File: config.mk
export PLATFORM = sky130hd
export DESIGN_NAME = cblp_bram_arbiter
export DESIGN_NICKNAME = d
export VERILOG_FILES = /design/src/rtl/cblp_bram_pkg.sv /design/src/rtl/cblp_rr_arb2.sv /design/src/rtl/cblp_bram_arbiter.sv
export SDC_FILE = /design/constraint.sdc
export NUM_CORES = 1
export LEC_CHECK = 0
export ABC_CLOCK_PERIOD_IN_PS = 4300
export CORE_MARGIN = 1.5
export CORE_UTILIZATION = 47
export DETAILED_ROUTE_END_ITERATION = 7
export PLACE_DENSITY = 0.86
export SLEW_MARGIN = 10
export SYNTH_ARGS = -nofsm -noshare
export SYNTH_HDL_FRONTEND = slang
export SYNTH_SLANG_ARGS = --single-unit
File: constraint.sdc
create_clock -name clk -period 4.3 [get_ports clk]
set_input_delay 0.86 -clock clk [delete_from_list [all_inputs] [get_ports clk]]
set_output_delay 0.86 -clock clk [all_outputs]
set_load 0.1 [all_outputs]
File: src/rtl/cblp_bram_pkg.sv
// rtl/cblp_bram_pkg.sv - shared widths, FSM states and request record for the CBLP BRAM arbiter
package cblp_bram_pkg;

    localparam int CBLP_DATA_W = 64;
    localparam int CBLP_ADDR_W = 14;
    localparam logic [CBLP_ADDR_W-1:0] CBLP_MAX_ADDR = 14'h3FFE;

    typedef enum logic [2:0] {
        IDLE,
        CHECK,
        ACCESS,
        DONE,
        GAP
    } arb_state_t;

    typedef struct packed {
        logic                   we;
        logic [CBLP_ADDR_W-1:0] addr;
        logic [CBLP_DATA_W-1:0] wdata;
    } bram_req_t;

endpackage

File: src/rtl/cblp_rr_arb2.sv
// rtl/cblp_rr_arb2.sv - two-way grant; round-robin, or fixed port-0 priority with CBLP_BRAM_ARB_FIXED_PRIO_EN
module cblp_rr_arb2 (
    input  logic       clk,
    input  logic       rst,
    input  logic [1:0] req,
    input  logic       advance,
    output logic [1:0] grant
);

`ifdef CBLP_BRAM_ARB_FIXED_PRIO_EN
    always_comb begin
        grant = 2'b00;
        if (req[0])
            grant = 2'b01;
        else if (req[1])
            grant = 2'b10;
    end
`else
    logic ptr;

    // ptr names the port that wins a tie; it flips after every grant, rejected ones included
    always_comb begin
        grant = req;
        if (req == 2'b11)
            grant = ptr ? 2'b10 : 2'b01;
    end

    always_ff @(posedge clk) begin
        if (rst)
            ptr <= 1'b0;
        else if (advance && (req != 2'b00))
            ptr <= ~ptr;
    end
`endif

endmodule

File: src/rtl/cblp_bram_arbiter.sv
// rtl/cblp_bram_arbiter.sv - two-port arbiter sequencing timed cs/wbit windows onto one BRAM
// CBLP_BRAM_ARB_FIXED_PRIO_EN selects fixed port-0 priority instead of round-robin.
module cblp_bram_arbiter
    import cblp_bram_pkg::*;
#(
    parameter int                DATA_W        = CBLP_DATA_W,
    parameter int                ADDR_W        = CBLP_ADDR_W,
    parameter logic [ADDR_W-1:0] MAX_ADDR      = CBLP_MAX_ADDR,
    parameter int                ACCESS_CYCLES = 4,
    parameter int                GAP_CYCLES    = 5
) (
    input  logic              clk,
    input  logic              rst,
    input  logic [1:0]        req_valid,
    output logic [1:0]        req_ready,
    input  logic [1:0]        req_we,
    input  logic [ADDR_W-1:0] req_addr0,
    input  logic [ADDR_W-1:0] req_addr1,
    input  logic [DATA_W-1:0] req_wdata0,
    input  logic [DATA_W-1:0] req_wdata1,
    output logic [1:0]        rsp_valid,
    output logic              rsp_err,
    output logic [DATA_W-1:0] rsp_rdata,
    output logic              bram_cs,
    output logic              bram_wbit,
    output logic [ADDR_W-1:0] bram_addr,
    output logic [DATA_W-1:0] bram_wdata,
    input  logic [DATA_W-1:0] bram_rdata
);

    arb_state_t state;
    bram_req_t  req_in;
    bram_req_t  req_q;
    logic [1:0] grant;
    logic       win;
    logic       port_q;
    logic [7:0] cnt;

    cblp_rr_arb2 u_arb (
        .clk     (clk),
        .rst     (rst),
        .req     (req_valid),
        .advance (state == IDLE),
        .grant   (grant)
    );

    assign win       = grant[1];
    assign req_ready = (state == IDLE && !rst) ? grant : 2'b00;

    always_comb begin
        req_in.we    = win ? req_we[1]  : req_we[0];
        req_in.addr  = win ? req_addr1  : req_addr0;
        req_in.wdata = win ? req_wdata1 : req_wdata0;
    end

    // The range check is made on the grant edge so a rejection answers during CHECK.
    always_ff @(posedge clk) begin
        if (rst) begin
            state      <= IDLE;
            req_q      <= '0;
            port_q     <= 1'b0;
            cnt        <= '0;
            rsp_valid  <= 2'b00;
            rsp_err    <= 1'b0;
            rsp_rdata  <= '0;
            bram_cs    <= 1'b0;
            bram_wbit  <= 1'b0;
            bram_addr  <= '0;
            bram_wdata <= '0;
        end else begin
            case (state)
                IDLE: begin
                    if (req_valid != 2'b00) begin
                        req_q  <= req_in;
                        port_q <= win;
                        if (req_in.addr > MAX_ADDR) begin
                            rsp_valid <= grant;
                            rsp_err   <= 1'b1;
                        end
                        state <= CHECK;
                    end
                end
                CHECK: begin
                    cnt <= 8'd1;
                    if (rsp_err) begin
                        rsp_valid <= 2'b00;
                        rsp_err   <= 1'b0;
                        state     <= GAP;
                    end else begin
                        bram_addr  <= req_q.addr;
                        bram_wdata <= req_q.wdata;
                        bram_cs    <= 1'b1;
                        bram_wbit  <= req_q.we;
                        state      <= ACCESS;
                    end
                end
                ACCESS: begin
                    if (cnt == 8'(ACCESS_CYCLES)) begin
                        rsp_rdata <= bram_rdata;
                        bram_cs   <= 1'b0;
                        bram_wbit <= 1'b0;
                        rsp_valid <= port_q ? 2'b10 : 2'b01;
                        rsp_err   <= 1'b0;
                        state     <= DONE;
                    end else begin
                        cnt <= cnt + 8'd1;
                    end
                end
                DONE: begin
                    rsp_valid <= 2'b00;
                    cnt       <= 8'd1;
                    state     <= GAP;
                end
                GAP: begin
                    if (cnt == 8'(GAP_CYCLES))
                        state <= IDLE;
                    else
                        cnt <= cnt + 8'd1;
                end
                default: state <= IDLE;
            endcase
        end
    end

endmodule

Yosys cells after proc, flatten, opt, wreduce, memory -nomap -nowiden --
Cells that the tools add are included.
Cells by class: add/subtract/negate cells 1, $lt $le $gt $ge 1, eq/ne operators 15, muxes and demuxes 28, bitwise logic cells 2, reduce and logical (&&, ||, !) cells 18
Operators with widths (count):
- 2-to-1 mux 64 bit | 1
- case mux 8 bit (3 select lines) | 1
- equality test 8 x 3 -> 1 bit (second input constant) | 2
- 2-to-1 mux 2 bit | 8
- 2-to-1 mux 8 bit | 2
- inequality test 2 bit (second input constant) | 8
- case mux 3 bit (5 select lines) | 1
- greater-than comparator 14 bit (second input constant) | 1
- 2-to-1 mux 14 bit | 1
- 2-to-1 mux 3 bit | 4
- AND reduction 3 bit | 3
- adder 8 x 1 -> 8 bit (second input constant) | 1
- case mux 2 bit (4 select lines) | 1
- equality test 3 x 2 -> 1 bit (second input constant) | 2
- 2-to-1 mux 1 bit | 6
- AND reduction 2 bit | 3
- nonzero test 3 bit | 2
- AND reduction 5 bit | 1
- case mux 1 bit (2 select lines) | 2
- AND reduction 4 bit | 1
- nonzero test 2 bit | 2
- nonzero test 4 bit | 1
- equality test 3 x 1 -> 1 bit (second input constant) | 1
- equality test 3 bit (second input constant) | 1
- 7 further kinds | 9
Storage, ports and cells: register bits after elaboration 239, input bits 226, output and inout port bits 149, logic and storage cells 79

Depth between registers and ports, before layout --
Gate-level depths: netlist (run 1).
word-level depth 7, gate-level depth with buffers 8, mapped depth without buffers 6

Hierarchy --
From an unflattened synthesis (run 1), not the netlist that was laid out.
Unflattened totals: cells, all modules 1104, area, all modules 9409.0 um^2
Modules (own cells, without submodules):
- cblp_bram_arbiter | instances 1, cells an instance 1096, area an instance 9342.7 um^2, sequential area each 4764.6 um^2
- cblp_rr_arb2 | instances 1, cells an instance 8, area an instance 66.3 um^2, sequential area each 20.0 um^2

Worst setup path after synthesis (run 1) --
No wires, ideal clock.
path type input to output, start in rst, end out req_ready[0], data arrival time 3.619 ns, data required time 3.440 ns, path slack -0.179 ns, cell stages on the path 4, buffers on the path 3, cells stage by stage clkbuf_1 clkbuf_1 clkbuf_1 nor3b_1
Between the ends: longest elaborated chain between the ends 3
RTL lines:
- from (decl) | line cblp_bram_arbiter.sv:13 | input logic rst,
- zero test 1 bit | line cblp_bram_arbiter.sv:48 | assign req_ready = (state == IDLE && !rst) ? grant : 2'b00;
- logical AND 1 bit | line cblp_bram_arbiter.sv:48
- 2-to-1 mux 2 bit | line cblp_bram_arbiter.sv:48
- to (decl) | line cblp_bram_arbiter.sv:15 | output logic [1:0] req_ready,
Every way passes these cells.

Final worst setup path (run 1) --
start in req_valid[0], end out req_ready[0]
Between the ends: longest elaborated chain between the ends 3
RTL lines:
- from (decl) | line cblp_bram_arbiter.sv:14 | input logic [1:0] req_valid,
- equality test 2 bit | line cblp_rr_arb2.sv:24 | if (req == 2'b11)
- 2-to-1 mux 2 bit (*) | line cblp_rr_arb2.sv:24
- 2-to-1 mux 2 bit (*) | line cblp_bram_arbiter.sv:48
Mark *: on every way between the ends. The rest lies on a longest branch, timed or not.

==> impl_metrics.toml, run 1 <==
[timing]
finalSetupViolCount = 0
worst_slew_pin_slew_ps = 1160
timing.slew.headroom_pct = 22.7
final_period_minus_worst_setup_slack_ps = 3180
worst_hold_slack_ps = 450
unrepaired_setup_endpoints_after_global_routing = "no"
timing.final.crit_share_pct = 74.0
clock.fmax_ghz = 0.314
setup-tns-final_ps = 0
timing_max_transition_violations_final = 0
timing_hold_violations_final = 0
skew_ps = 18.2

[layout]
layoutNonFillerInstCount = 1734
drive_gt1_share_pct = 4.23
final-seq-area_um2 = 4780
layout_commonest_cell = "sky130_fd_sc_hd__clkdlybuf4s50_1"
layout.filler_cells = 1474
layout_common_cells = "sky130_fd_sc_hd__clkdlybuf4s50_1, sky130_fd_sc_hd__nand2_1, sky130_fd_sc_hd__dfxtp_1, sky130_fd_sc_hd__nor2_1, sky130_fd_sc_hd__a21oi_1"
finish.net_count = 1681
multiInputGateArea_um2 = 4230
fin_util_pct = 71.6
flow.area_growth_from_synthesis_pct = 48.8

[power_and_ir_drop]
leakage_power_nw = 5.56
largest_vdd_supply_drop_v = 0.000325
power_mw = 6.56
power_per_cell_area_nw_per_um2 = 469

[detailed_routing]
post_drt_wl_per_cell_um = 17.0
route.antenna.remaining_nets = 0
routed_wirelength_um = 29500
detail_route.drc_violations = 0
route.detailed.vias_per_inst = 5.28
vias = 9163
drt_pre_antenna_iters = 5
drt-initial-drc-count = 483

[global_routing]
grt-ovfl-total = 0
globalRouteTotalUtil_pct = 26.9
grtUsageMet1_pct = 28.4
grt.met2_usage_pct = 49.1
met3_usage_pct = 7.55
grt_pass1_vias = 8697
grt_start_max_net_pins = 101
grt_most_used_layer = "met2"
grt_antenna_before_repair = 2
grt_first_pass_wirelength_um = 44100

[yosys]
postSynthNetCount = 1358
synth_warnings = 0
ys_ff_latch = 239
synth-edff-count = 0
synth_seq_area_share_pct = 50.9
syn-mean-instance-area_um2 = 8.33
synthesized_instance_count = 1129
post_synth_num_cell_types = 43
asyncSetResetFlopFracSynth_pct = 0
synth_flop_cell = "sky130_fd_sc_hd__dfxtp_1"
synthesis.area_um2 = 9400

[floorplan]
std_cell_rows = 51
die_area_um2 = 20900
initial_utilization_pct = 48.1
die_h_um = 144
chipWidth_um = 144
boundaryPins = 375
area_of_the_core_um2 = 19500

[outcome]
status = "complete, no violations"

[cts]
ctsLongestPathBuffers = 3
clock-root-buffer = "sky130_fd_sc_hd__clkbuf_16"
worst_setup_hold_path_clk_slew_ps = 60
holdBufCountCts = 0
ctsResizeCount = 0
cts_tree = "built"
clock_latency_ps = 520
cts_post_setup_buffers_inserted = 0
numClockSinks = 239
tritoncts_buffer_count = 25
htreeDepth = 1

[worst_setup_path]
timing.reg2reg.worst_path_depth = 6
worstSetupStartpointType = "primary input"
timing.critical_path.arrival_ps = 2320
crit_path_end_kind = "output pin"
path_buf_inv = 2
timing_worst_setup_path_type = "primary input to output pin"
crit_chain = "clkdlybuf4s50_1 -> a21boi_0 -> nor3b_2 -> buf_4"
path_delay_family = "buffers and inverters"
cp.required_ps = 3440
crit_path_max_fanout = 4
r2r_slack_ps = 1610
cp_slowest_cell = "sky130_fd_sc_hd__clkdlybuf4s50_1"
timing.rr.end = "rsp_rdata[0]$_SDFFE_PP0P_"
reg_to_reg_critical_path_startpoint = "cnt[2]$_SDFFE_PP0P_"
cp_slowest_stage_delay_ps = 510

[placed_design]
place.detailed.hpwl_um = 20600
routabilityCongestion = 0.848
place.port_buffers = 374
place.detailed.instances = 1690

[min_path]
holdPathStages = 2
worstHoldEndpoint = "bram_wdata[37]$_SDFFE_PP0P_"
hp-start = "req_q[37]$_SDFFE_PP0P_"
hp-class = "flip-flop to flip-flop"

[flow_run]
drv.max_cap_violation_count = 0
[synth_stat cells, drive strengths merged, types with 2 or more instances]
cell    count  area (µm²)
a211oi      3        22.5
a21oi      89         445
a22oi       3        22.5
a311oi     78         683
and3        2        17.5
and4        2        17.5
buf        31         195
clkbuf     57         214
dfxtp     239        4780
ha          3        37.5
inv         4        15.0
mux2i      67         671
nand2     327        1230
nand2b      5        31.3
nand3       6        30.0
nand4       5        31.3
nor2      160         601
nor2b       5        31.3
nor3        7        40.0
o211ai      2        15.0
o21ai       9        45.0
or3         9        56.3
[worst min-delay path: cells and delay by family, from the launching register on]
family             cells  cell delay (ps)
AOI/OAI and AO/OA      1               50
DFF                    1              310
and+or+nand+nor        1               50
[cells by family after synthesis]
family	count (synthesis)	share of synthesized area, %
DFF	239	50.9
and+or+nand+nor	533	22.6
buffers and inverters	92	4.51
AOI/OAI and AO/OA	194	14.3
adders and majority gates	3	0.399
xor gates and xnor gates	1	0.0932
muxes	67	7.13
[flip-flops by register name, summed over array words and instances (netlist names), 2 cells and up]
| signal | count |
|---|---|
| bram_addr | 14 |
| bram_wdata | 64 |
| req_q | 79 |
| rsp_valid | 2 |
| rsp_rdata | 64 |
| cnt | 8 |
| state | 3 |
[routing by layer]
layer | wire, µm | vias up
li1 | - | 4472
met1 | 10500 | 4239
met2 | 15000 | 380
met3 | 2790 | 72
met4 | 1240 | 0
met5 | 0 | -
[how the worst max path moves through the flow]
stage | slack (ps) | start | end | cells past startpoint
3_5_place_dp | 1120 | req_valid[0] | req_ready[0] | 4
5_1_grt | 960 | req_valid[0] | req_ready[0] | 4
3_3_place_gp | 1200 | req_valid[0] | req_ready[0] | 4
2_1_floorplan | 800 | rst | req_ready[1] | 4
6_report | 1120 | req_valid[0] | req_ready[0] | 4
4_1_cts | 1120 | req_valid[0] | req_ready[0] | 4
[metrics by stage]
step | setup WS (ps) | cell area [µm²]
floorplan | 804 | 9410
global placement | 1200 | 13200
detailed placement | 1120 | 13200
CTS | 1120 | 14000
global route | 963 | 14000
finish | 1120 | 14000
[power breakdown]
| group | switching (mW) | total [mW] | leakage [nW] | internal, mW |
|---|---|---|---|---|
| logic | 1.26 | 1.87 | 3.23 | 0.608 |
| clock network | 0.846 | 2.06 | 0.386 | 1.21 |
| registers | 0.158 | 2.63 | 1.95 | 2.48 |
[cell type report]
class	count	share of cell area (%)
Sequential cell	239	34.2
Multi-Input combinational cell	798	30.3
Timing Repair Buffer	384	27.4
Clock buffer	36	5.12
Tap cell	265	2.37
Clock inverter	6	0.447
Inverter	4	0.107
Antenna cell	2	0.0358
No activity file was read; power rests on OpenSTA's default activity.
==> run 2: changes to the inputs <==
--- a/config.mk
+++ b/config.mk
@@ -5,11 +5,12 @@
 export SDC_FILE = /design/constraint.sdc
 export NUM_CORES = 1
 export LEC_CHECK = 0
-export ABC_CLOCK_PERIOD_IN_PS = 4300
+export ABC_CLOCK_PERIOD_IN_PS = 2800
+export CORE_ASPECT_RATIO = 2
 export CORE_MARGIN = 1.5
-export CORE_UTILIZATION = 47
+export CORE_UTILIZATION = 39
 export DETAILED_ROUTE_END_ITERATION = 7
-export PLACE_DENSITY = 0.86
+export PLACE_DENSITY = 0.76
 export SLEW_MARGIN = 10
 export SYNTH_ARGS = -nofsm -noshare
 export SYNTH_HDL_FRONTEND = slang
==> constraint.sdc (replaced) <==
create_clock -name clk -period 2.8 [get_ports clk]
set_input_delay 0.56 -clock clk [delete_from_list [all_inputs] [get_ports clk]]
set_output_delay 0.56 -clock clk [all_outputs]
set_load 0.1 [all_outputs]
==> impl_metrics.toml, run 2 (synthesis results as in run 1) <==
[outcome]
status = "complete, no violations"

[placed_design]
dpl_cell_area_um2 = 13000
place.port_buffers = 374
dp_slack_ps = 372
place.detailed.hpwl_um = 20800
routabilityCongestion = 0.875

[detailed_routing]
vias = 9103
route.detailed.vias_per_inst = 5.17
routed_wirelength_um = 29400
detail_route.drc_violations = 0
post_drt_wl_per_cell_um = 16.7
route.antenna.remaining_nets = 0
drt_pre_antenna_iters = 4
drt-initial-drc-count = 398

[global_routing]
grt_first_pass_wirelength_um = 45000
grtUsageMet1_pct = 23.9
grt_antenna_before_repair = 1
grt_start_max_net_pins = 92
grt_most_used_layer = "met2"
globalRouteTotalUtil_pct = 22.4
grt_pass1_vias = 8607
met3_usage_pct = 4.31
grt.met2_usage_pct = 41.0
grt-ovfl-total = 0

[worst_setup_path]
timing_worst_setup_path_type = "flip-flop to output pin"
crit_chain = "nor2_1 -> nand2_1 -> nor3b_2 -> buf_12"
cp_slowest_stage_delay_ps = 470
cp.required_ps = 2240
path_buf_inv = 1
crit_path_end_kind = "output pin"
cp_slowest_cell = "sky130_fd_sc_hd__dfxtp_1"
worstSetupStartpointType = "flip-flop"
path_delay_family = "simple AND/OR/NAND/NOR gates"
crit_path_max_fanout = 13
timing.critical_path.arrival_ps = 2140

[flow_run]
drv.max_cap_violation_count = 0

[timing]
timing_hold_violations_final = 0
timing.final.crit_share_pct = 96.4
timing.slew.headroom_pct = 35.6
final_period_minus_worst_setup_slack_ps = 2700
worst_slew_pin_slew_ps = 967
setup_ws_ps = 100
clock.fmax_ghz = 0.370
setup-tns-final_ps = 0
finalSetupViolCount = 0
skew_ps = 13.4
unrepaired_setup_endpoints_after_global_routing = "no"
timing_max_transition_violations_final = 0

[power_and_ir_drop]
largest_vdd_supply_drop_v = 0.000406
power_per_cell_area_nw_per_um2 = 751
leakage_power_nw = 5.96

[cts]
tritoncts_buffer_count = 23
numClockSinks = 239
htreeDepth = 1
clock_latency_ps = 520
cts_post_setup_buffers_inserted = 0
worst_setup_hold_path_clk_slew_ps = 60
holdBufCountCts = 0
cts_tree = "built"
ctsLongestPathBuffers = 3
clock-root-buffer = "sky130_fd_sc_hd__clkbuf_16"
ctsResizeCount = 0

[floorplan]
area_of_the_core_um2 = 23700
initial_utilization_pct = 39.6
chipWidth_um = 113
die_h_um = 223
std_cell_rows = 80
boundaryPins = 375
die_area_um2 = 25100

[layout]
layout.filler_cells = 2153
largest_register_ff_count = 79
layout_common_cells = "sky130_fd_sc_hd__nand2_1, sky130_fd_sc_hd__dfxtp_1, sky130_fd_sc_hd__clkdlybuf4s50_1, sky130_fd_sc_hd__nor2_1, sky130_fd_sc_hd__buf_4"
layout_commonest_cell = "sky130_fd_sc_hd__nand2_1"
drive_gt1_share_pct = 15.0
finish.net_count = 1686
flow.area_growth_from_synthesis_pct = 47.6
regMostFlops = "req_q"
final_area_um2 = 13900
top_regs = "req_q (79), bram_wdata (64), rsp_rdata (64)"

[min_path]
hp-class = "primary input to flip-flop"
## run 2: cell count changes in the layout (fill, tap and decap cells not counted), moves of 2 or more
cell / delta
sky130_fd_sc_hd__buf_4: +146
sky130_fd_sc_hd__clkdlybuf4s50_1: -147
sky130_fd_sc_hd__clkbuf_16: -2
sky130_fd_sc_hd__buf_12: +8
sky130_fd_sc_hd__bufinv_16: +4
sky130_fd_sc_hd__clkbuf_1: -5
sky130_fd_sc_hd__clkinv_2: +2
## run 2: worst paths after layout
path,slack [ps],to,depth (start not counted),start
max reg2reg,610,req_q[24]$_SDFFE_PP0P_,6,state[2]$_SDFFE_PP0P_
min reg2reg,440,bram_wdata[62]$_SDFFE_PP0P_,2,req_q[62]$_SDFFE_PP0P_
min,400,rsp_rdata[45]$_SDFFE_PP0P_,2,rst
max,100,req_ready[0],4,state[2]$_SDFFE_PP0P_
## run 2: area by class of cell
cell class,count,area (µm²),area share [%]
antenna,1,2.50,0.0180
clock buffer,28,634,4.57
clock inverter,14,209,1.51
inverter,4,15.0,0.108
multi-input combinational,798,4250,30.6
sequential,239,4780,34.5
tap,287,359,2.59
timing repair buffer,391,3620,26.1
## run 2: per-layer routing
layer | up-vias | part of all wire [%]
met4 | 0 | 5.3
met1 | 4190 | 36
met2 | 354 | 52
met3 | 84 | 7.0
li1 | 4475 | -
met5 | - | 0
## run 2: stage by stage
stage               hold WS [ps]  utilization, %  std cells  total power [mW]
finish                       396            58.5       1762              10.4
global route                 406            58.5       1762              10.9
CTS                          380            58.5       1761              10.5
detailed placement           443            54.9       1719              7.06
global placement             436            54.9       1719              7.01
floorplan                    426               -       1129              6.09
## run 2: report_power, final
part	leakage (nW)	switching [mW]	internal [mW]	total [mW]
logic	3.60	1.97	0.965	2.93
registers	1.95	0.245	3.80	4.05
clock network	0.417	1.36	2.08	3.44
total	5.96	3.57	6.85	10.4
==> run 3: changes to the inputs <==
--- a/config.mk
+++ b/config.mk
@@ -10,7 +10,7 @@
 export CORE_MARGIN = 1.5
 export CORE_UTILIZATION = 39
 export DETAILED_ROUTE_END_ITERATION = 7
-export PLACE_DENSITY = 0.76
+export PLACE_DENSITY_LB_ADDON = 0.2
 export SLEW_MARGIN = 10
 export SYNTH_ARGS = -nofsm -noshare
 export SYNTH_HDL_FRONTEND = slang
==> impl_metrics.toml, run 3 (synthesis results as in run 1) <==
[worst_setup_path]
crit_chain = "nor2_2 -> nand2_1 -> nor3_4 -> buf_12"
path_delay_family = "simple AND/OR/NAND/NOR gates"
worst_setup_path_startpoint = "state[2]$_SDFFE_PP0P_"
timing.critical_path.arrival_ps = 2010
timing.rr.end = "rsp_rdata[19]$_SDFFE_PP0P_"
r2r_slack_ps = 550
cp_slowest_stage_delay_ps = 460
cp_slowest_cell = "sky130_fd_sc_hd__dfxtp_1"
crit_path_end_kind = "output pin"
timing.reg2reg.worst_path_depth = 6
timing_worst_setup_path_type = "flip-flop to output pin"
worstSetupPathDepth = 4
crit_path_end = "req_ready[1]"
worstSetupStartpointType = "flip-flop"
cp.required_ps = 2240
crit_path_max_fanout = 13
reg_to_reg_critical_path_startpoint = "cnt[2]$_SDFFE_PP0P_"
path_buf_inv = 1

[flow_run]
drv.max_cap_violation_count = 0

[placed_design]
place.detailed.hpwl_um = 21200
dpl_cell_area_um2 = 13000
place.port_buffers = 374
routabilityCongestion = 0.811

[outcome]
status = "complete, no violations"

[global_routing]
met3_usage_pct = 5.21
grt_most_used_layer = "met2"
grt.met2_usage_pct = 43.2
grtUsageMet1_pct = 24.1
grt_pass1_vias = 8659
grt_antenna_before_repair = 3
grt_start_max_net_pins = 121
globalRouteTotalUtil_pct = 23.1
grt-ovfl-total = 0
grt_first_pass_wirelength_um = 46200

[timing]
setup-tns-final_ps = 0
worst_slew_pin_slew_ps = 770
finalSetupViolCount = 0
unrepaired_setup_endpoints_after_global_routing = "no"
clock.fmax_ghz = 0.389
timing.slew.headroom_pct = 48.6
timing_hold_violations_final = 0
timing_max_transition_violations_final = 0
timing.final.crit_share_pct = 91.8
final_period_minus_worst_setup_slack_ps = 2570
skew_ps = 8.27
worst_hold_slack_ps = 427

[floorplan]
area_of_the_core_um2 = 23700
die_area_um2 = 25100
die_h_um = 223
boundaryPins = 375
chipWidth_um = 113
initial_utilization_pct = 39.6
std_cell_rows = 80

[layout]
layout_commonest_cell = "sky130_fd_sc_hd__nand2_1"
regMostFlops = "req_q"
finish.net_count = 1682
drive_gt1_share_pct = 14.7
final_area_um2 = 13900
largest_register_ff_count = 79
flow.area_growth_from_synthesis_pct = 47.3
top_regs = "req_q (79), bram_wdata (64), rsp_rdata (64)"
fin_util_pct = 58.4
layout_common_cells = "sky130_fd_sc_hd__nand2_1, sky130_fd_sc_hd__dfxtp_1, sky130_fd_sc_hd__clkdlybuf4s50_1, sky130_fd_sc_hd__nor2_1, sky130_fd_sc_hd__buf_4"

[detailed_routing]
drt_pre_antenna_iters = 4
routed_wirelength_um = 30000
route.antenna.remaining_nets = 0
vias = 8982
detail_route.drc_violations = 0
post_drt_wl_per_cell_um = 17.1
route.detailed.vias_per_inst = 5.11
drt-initial-drc-count = 456

[cts]
clock-root-buffer = "sky130_fd_sc_hd__clkbuf_16"
cts_tree = "built"
clock_latency_ps = 510
numClockSinks = 239
ctsResizeCount = 0
ctsLongestPathBuffers = 3
worst_setup_hold_path_clk_slew_ps = 70
tritoncts_buffer_count = 22
htreeDepth = 1
cts_post_setup_buffers_inserted = 0
holdBufCountCts = 0

[power_and_ir_drop]
power_switching_share_pct = 34.2
power_frac_seq_pct = 39.0
power_mw = 10.4
leakage_power_nw = 5.94
power_per_cell_area_nw_per_um2 = 748
share_comb_of_total_power_pct = 28.0
largest_vdd_supply_drop_v = 0.000653
power.share.clock_pct = 33.0
cell_internal_pwr_mw = 6.82
switching_power_mw = 3.54

[min_path]
hp-class = "primary input to flip-flop"
-- run 3: worst min-delay path by stage --
stage                            from                    endpoint  slack (ps)  cells after the start
6_report                          rst         port_q$_SDFFE_PP0P_         430                      2
5_1_grt                           rst  rsp_rdata[36]$_SDFFE_PP0P_         440                      2
4_1_cts                           rst         port_q$_SDFFE_PP0P_         410                      2
3_5_place_dp    req_q[2]$_SDFFE_PP0P_  bram_wdata[2]$_SDFFE_PP0P_         440                      2
3_3_place_gp    req_q[4]$_SDFFE_PP0P_  bram_wdata[4]$_SDFFE_PP0P_         440                      2
2_1_floorplan  req_q[78]$_SDFFE_PP0P_      bram_wbit$_SDFFE_PP0P_         430                      2
-- run 3: area by class of cell --
cell class / count / area (µm²)
Clock buffer: 26 / 597
Sequential cell: 239 / 4780
Fill cell: 2148 / 9870
Inverter: 4 / 15.0
Timing Repair Buffer: 388 / 3610
Tap cell: 287 / 359
Antenna cell: 3 / 7.51
Multi-Input combinational cell: 798 / 4250
Clock inverter: 14 / 225
-- run 3: power groups by stage --
stage	clock (mW)	combinational, mW	sequential [mW]
floorplan	0	1.23	4.85
finish	3.42	2.90	4.04
global route	3.62	3.13	4.09
global placement	0	2.89	4.10
detailed placement	0	2.93	4.12
CTS	3.50	2.94	4.04
-- run 3: stage by stage --
step	instances	worst slack, ps
after floorplan	1129	-82.8
after global placement	1716	404
after detailed placement	1716	344
after CTS	1756	53.3
after global routing	1759	99.3
final	1759	231
-- run 3: routing by layer --
metal / part of all wire, % / vias to the layer above / routed length, µm
met3: 7.1 / 57 / 2130
met1: 37 / 4133 / 11100
met5: 0 / - / 0
met4: 3.9 / 0 / 1160
li1: - / 4474 / -
met2: 52 / 318 / 15600
-- run 3: worst register-to-register path: cells and delay by family (launching register included) --
family	cells	cell delay (ps)
buf+inv	1	410
flops	1	450
mux	1	180
simple gates	4	1070
==> edit 1 (settings of run 1) <==
Register the output `rsp_err` once more, cleared by the reset; this adds one clock of latency there. The other outputs are not delayed to match.
--- a/src/rtl/cblp_bram_arbiter.sv
+++ b/src/rtl/cblp_bram_arbiter.sv
@@ -29,2 +29,4 @@
 );
+
+    logic rsp_err_s0;
 
@@ -63,3 +65,3 @@
             rsp_valid  <= 2'b00;
-            rsp_err    <= 1'b0;
+            rsp_err_s0 <= 1'b0;
             rsp_rdata  <= '0;
@@ -77,3 +79,3 @@
                             rsp_valid <= grant;
-                            rsp_err   <= 1'b1;
+                            rsp_err_s0 <= 1'b1;
                         end
@@ -84,5 +86,5 @@
                     cnt <= 8'd1;
-                    if (rsp_err) begin
+                    if (rsp_err_s0) begin
                         rsp_valid <= 2'b00;
-                        rsp_err   <= 1'b0;
+                        rsp_err_s0 <= 1'b0;
                         state     <= GAP;
@@ -102,3 +104,3 @@
                         rsp_valid <= port_q ? 2'b10 : 2'b01;
-                        rsp_err   <= 1'b0;
+                        rsp_err_s0 <= 1'b0;
                         state     <= DONE;
@@ -124,2 +126,10 @@
 
+    always_ff @(posedge clk) begin
+        if (rst) begin
+            rsp_err <= '0;
+        end else begin
+            rsp_err <= rsp_err_s0;
+        end
+    end
+
 endmodule
Behaviour: not the same (a bounded check fails within 4 cycles, from zero or initial values and one cycle with rst high).
==> edit 1 against run 1 <==
- area after synthesis shrank 1.3%
- wire length shrank 0.84%
- largest power group unchanged
- worst hold slack is essentially flat
- sequential cell count grew 1
- critical endpoint unchanged
- total power shrank 5.1%
- critical path type unchanged
- global-route usage grew 0.14 points
- highest routed layer unchanged
- cell area shrank 0.54%
- setup slack gained 0.051 ns
- count of clock-buffer cells in the layout is the same
- die area shrank 1.2%
- sequential share of layout area grew 0.33 points
- non-clock buffer count grew 2
==> edit 1: results (changes against run 1) <==
| Metric | Value |
|---|---|
| Hold endpoint | `bram_wdata[47]$_SDFFE_PP0P_` |
| Cell variety after synth | `41 (-4.7%)` |
| GRT Util Overall | `27.0% (+0.14 points)` |
| Crit path max fanout | `9 (+5)` |
| Gp weighted congestion | `0.876 (+3.3%)` |
| Sequential share of the synthesized area | `51.8% (+0.86 points)` |
| # placed instances | `1,750 (+3.6%)` |
| Reg2Reg Setup Slack | `1.76 ns (+0.15 ns)` |
| FILL cells | `1,511 (+2.5%)` |
| R2r worst-path depth | `5 (-1)` |
| Vias per cell | `5.29 (+0.15%)` |
| Syn_area_per_cell | `7.78 um2 (-6.5%)` |
| Status | `finished, final reports clean` |
| Fin nets | `1,741 (+3.6%)` |
| Via count | `9,500 (+3.7%)` |
| Final WL | `29,300 um (-0.84%)` |
| Synth area leaders | `dfxtp_1 52%, nand2_1 18%, a21oi_1 8.3%` |
| Global-route wire length before repair | `44,300 um (+0.53%)` |
| Share of cells above drive strength 1 | `4.58% (+0.35 points)` |
| Relative slew slack | `26.3% (+3.5 points)` |
| Peak supply drop | `0.000288 V (-11%)` |
| Synth cell count leaders | `450 x nand2_1, 240 x dfxtp_1, 154 x a21oi_1` |
| Critical Path Max Stage Delay | `0.58 ns (+0.07 ns)` |
| Crit path from | `req_valid[1]` |
| Via count of the first global-routing pass | `8,655 (-0.48%)` |
| Largest net degree at the start of global routing | `93 (-7.9%)` |
| Detail Placement HPWL | `19,800 um (-4.2%)` |
| Leak | `4.97 nW (-11%)` |
| Initial drt markers | `484 (+0.21%)` |
| Hold path start | `req_q[47]$_SDFFE_PP0P_` |
edit 1: cell families after synthesis:
| family | count (synthesis) | share of synthesized area [%] |
|---|---|---|
| xor+xnor | 7 | 0.660 |
| fa+ha+maj | 3 | 0.404 |
| buf+inv | 98 | 4.57 |
| flops | 240 | 51.8 |
| compound gates | 252 | 17.3 |
| simple gates | 593 | 25.3 |
edit 1: worst max-delay path by stage:
stage,end,slack (ns)
final,req_ready[0],1.17
after CTS,req_ready[0],1.20
after global routing,req_ready[0],1.09
after floorplan,req_ready[1],0.03
after global placement,req_ready[0],1.22
after detailed placement,req_ready[0],1.19
edit 1: worst min-delay path: cells and delay by family, from the launching register on:
kind            cells  cell delay [ns]
compound gates      1             0.05
simple gates        1             0.05
flops               1             0.31
edit 1: per-layer routing:
layer	global-route usage, %	up-vias	routed length (um)
met4	10.2	0	1010
met5	0	-	0
li1	-	4630	-
met1	31.3	4439	11400
met3	7.13	69	2470
met2	47.5	362	14400
edit 1: power breakdown:
group	switching, W	total (W)	internal [W]
registers	0.000129	0.00256	0.00243
clock network	0.000876	0.00218	0.00131
logic	0.000982	0.00148	0.000502
total	0.00199	0.00623	0.00424
edit 1: cell type report:
cell class / instances / area, um2 / share of cell area, %
sequential: 240 / 4800 / 34.5
multi-input combinational: 855 / 4080 / 29.3
timing repair buffer: 386 / 3840 / 27.6
clock buffer: 36 / 737 / 5.30
tap: 265 / 332 / 2.38
clock inverter: 9 / 101 / 0.728
inverter: 4 / 15.0 / 0.108
edit 1: through the flow:
stage	total power, W	hold WS (ns)	setup slack, ns	utilization (%)	area, um2
floorplan	0.00359	0.428	0.0254	-	9290
global placement	0.00404	0.437	1.22	67.4	13100
detailed placement	0.00408	0.443	1.19	67.4	13100
CTS	0.00626	0.450	1.20	71.7	13900
global route	0.00648	0.467	1.09	71.7	13900
finish	0.00623	0.450	1.17	71.7	13900
==> edit 2 (settings of run 1) <==
Without the edit above. Add a define of `CBLP_BRAM_ARB_FIXED_PRIO_EN`.
--- a/src/rtl/cblp_rr_arb2.sv
+++ b/src/rtl/cblp_rr_arb2.sv
@@ -1,2 +1,4 @@
 // rtl/cblp_rr_arb2.sv - two-way grant; round-robin, or fixed port-0 priority with CBLP_BRAM_ARB_FIXED_PRIO_EN
+`define CBLP_BRAM_ARB_FIXED_PRIO_EN
+
 module cblp_rr_arb2 (
Behaviour: not the same (a bounded check fails within 10 cycles, from zero or initial values and one cycle with rst high).
==> edit 2 against run 1 <==
- setup slack better by 0.063 ns
- cell area down 0.92%
- wire length down 3.1%
- critical path depth unchanged
- synthesized cell count up 5.2%
- sequential cell count down 1
- global-route usage down 0.15 points
- area after synthesis down 2.4%
- total power up 3.0%
==> edit 2: results (changes against run 1) <==
| Metric | Value |
|---|---|
| Status | `finished, final reports clean` |
| Synth cell count leaders | `452 x nand2_1, 238 x dfxtp_1, 153 x a21oi_1` |
| Crit path max fanout | `7 (+3)` |
| Setup WS pre-CTS | `1.20 ns (+0.0742 ns)` |
| Worst reg2reg path startpoint | `state[0]$_SDFFE_PP0P_` |
| FILL cells | `1,417 (-3.9%)` |
| Diode count | `0 (-2)` |
| Largest net degree at the start of global routing | `92 (-8.9%)` |
| Drt wl/cell | `16.1 um (-5.7%)` |
| Post-synthesis adder-cell area fraction | `0.409% (+0.0097 points)` |
| Synth Area in XOR/XNOR | `0.573% (+0.48 points)` |
| CP Data Arrival Time | `2.26 ns (-0.06 ns)` |
| Count of input and output buffers | `374 (unchanged)` |
| Share of cells above drive strength 1 | `4.27% (+0.044 points)` |
| Met3 GRT Util | `7.24% (-0.31 points)` |
| DR WL met2 | `14,100 um (-6.0%)` |
| Met2 Use GR | `47.9% (-1.2 points)` |
| Max Buffers Root-to-Sink | `3 (unchanged)` |
| Critical Path Max Stage Delay | `0.55 ns (+0.04 ns)` |
| Fin nets | `1,735 (+3.2%)` |
| Reg2Reg Setup Slack | `1.74 ns (+0.13 ns)` |
| Via count of the first global-routing pass | `8,843 (+1.7%)` |
| Clock latency on the worst-skew pair | `0.51 ns` |
| Compound-Gate Fraction of Synth Area | `17.8% (+3.4 points)` |
| CP max-delay cell | `clkdlybuf4s50_1` |
| Initial drt markers | `408 (-16%)` |
| Hold endpoint | `bram_wdata[15]$_SDFFE_PP0P_` |
| Detail Placement HPWL | `19,600 um (-4.9%)` |
| Global-route wire length before repair | `43,900 um (-0.41%)` |
| Slew @ Worst Pin | `1.07 ns (-0.0829 ns)` |
| Met1 WL | `10,700 um (+2.3%)` |
| Peak supply drop | `0.000315 V (-3.1%)` |
| Leak | `4.91 nW (-12%)` |
| Final Skew | `0.0114 ns (-0.00677 ns)` |
| Initial antenna violation count | `0 (-2)` |
| Hold path start | `req_q[15]$_SDFFE_PP0P_` |
| Routed wl met3 | `2490 um (-11%)` |
| R2r endpoint | `bram_wbit$_SDFFE_PP0P_` |
| Met1 Usage GRT | `29.4% (+1.0 points)` |
| Switching part of the total | `34.4% (-0.072 points)` |
| Reported combinational group power | `0.00193 W (+3%)` |
| Via count | `9,487 (+3.5%)` |
| Synth area leaders | `dfxtp_1 52%, nand2_1 18%, a21oi_1 8.3%` |
| Mux cell area share after synthesis | `0.123% (-7.0 points)` |
## edit 2: cell types whose count changed in the layout (fill, tap and decap cells not counted), moves of 4 or more
cell	change
mux2i_1	-67
nand2_1	+127
or3_1	-8
a31oi_1	+4
a21oi_1	+64
nor2_1	-65
xnor2_1	+6
nor2b_1	-4
## edit 2: metrics by stage
step | util (%) | power (W) | hold WS, ns | std cells | instance area (um2)
6_report | 73.1 | 0.00675 | 0.443 | 1782 | 13900
5_1_grt | 73.1 | 0.00703 | 0.468 | 1782 | 13900
4_1_cts | 73.1 | 0.00680 | 0.443 | 1782 | 13900
3_5_place_dp | 68.8 | 0.00462 | 0.442 | 1739 | 13000
3_3_place_gp | 68.8 | 0.00458 | 0.436 | 1739 | 13000
2_1_floorplan | - | 0.00400 | 0.432 | 1188 | 9180
## edit 2: how the worst max path moves through the flow
stage	from	to	slack, ns	cells past startpoint
finish	req_valid[0]	req_ready[1]	1.18	4
floorplan	req_valid[0]	req_ready[1]	0.03	4
detailed placement	req_valid[0]	req_ready[1]	1.20	4
global placement	req_valid[0]	req_ready[1]	1.26	4
global route	req_valid[0]	req_ready[1]	1.15	4
CTS	req_valid[0]	req_ready[1]	1.18	4
## edit 2: kinds of logic after synthesis
| group | Yosys count |
|---|---|
| AND/OR/NAND/NOR | 584 |
| AO/OA/AOI/OAI | 255 |
| flip-flops | 238 |
| buffers and inverters | 101 |
| XOR/XNOR | 6 |
| adder cells (fa/ha/maj) | 3 |
| multiplexers | 1 |
## edit 2: final cells by class
class	instances	share of cell area, %
flip-flops and latches	238	34.4
multi-input cells	849	29.3
repair buffers	386	27.9
inverters	6	0.162
clock buffers	35	5.07
well taps	260	2.35
clock inverters	8	0.876
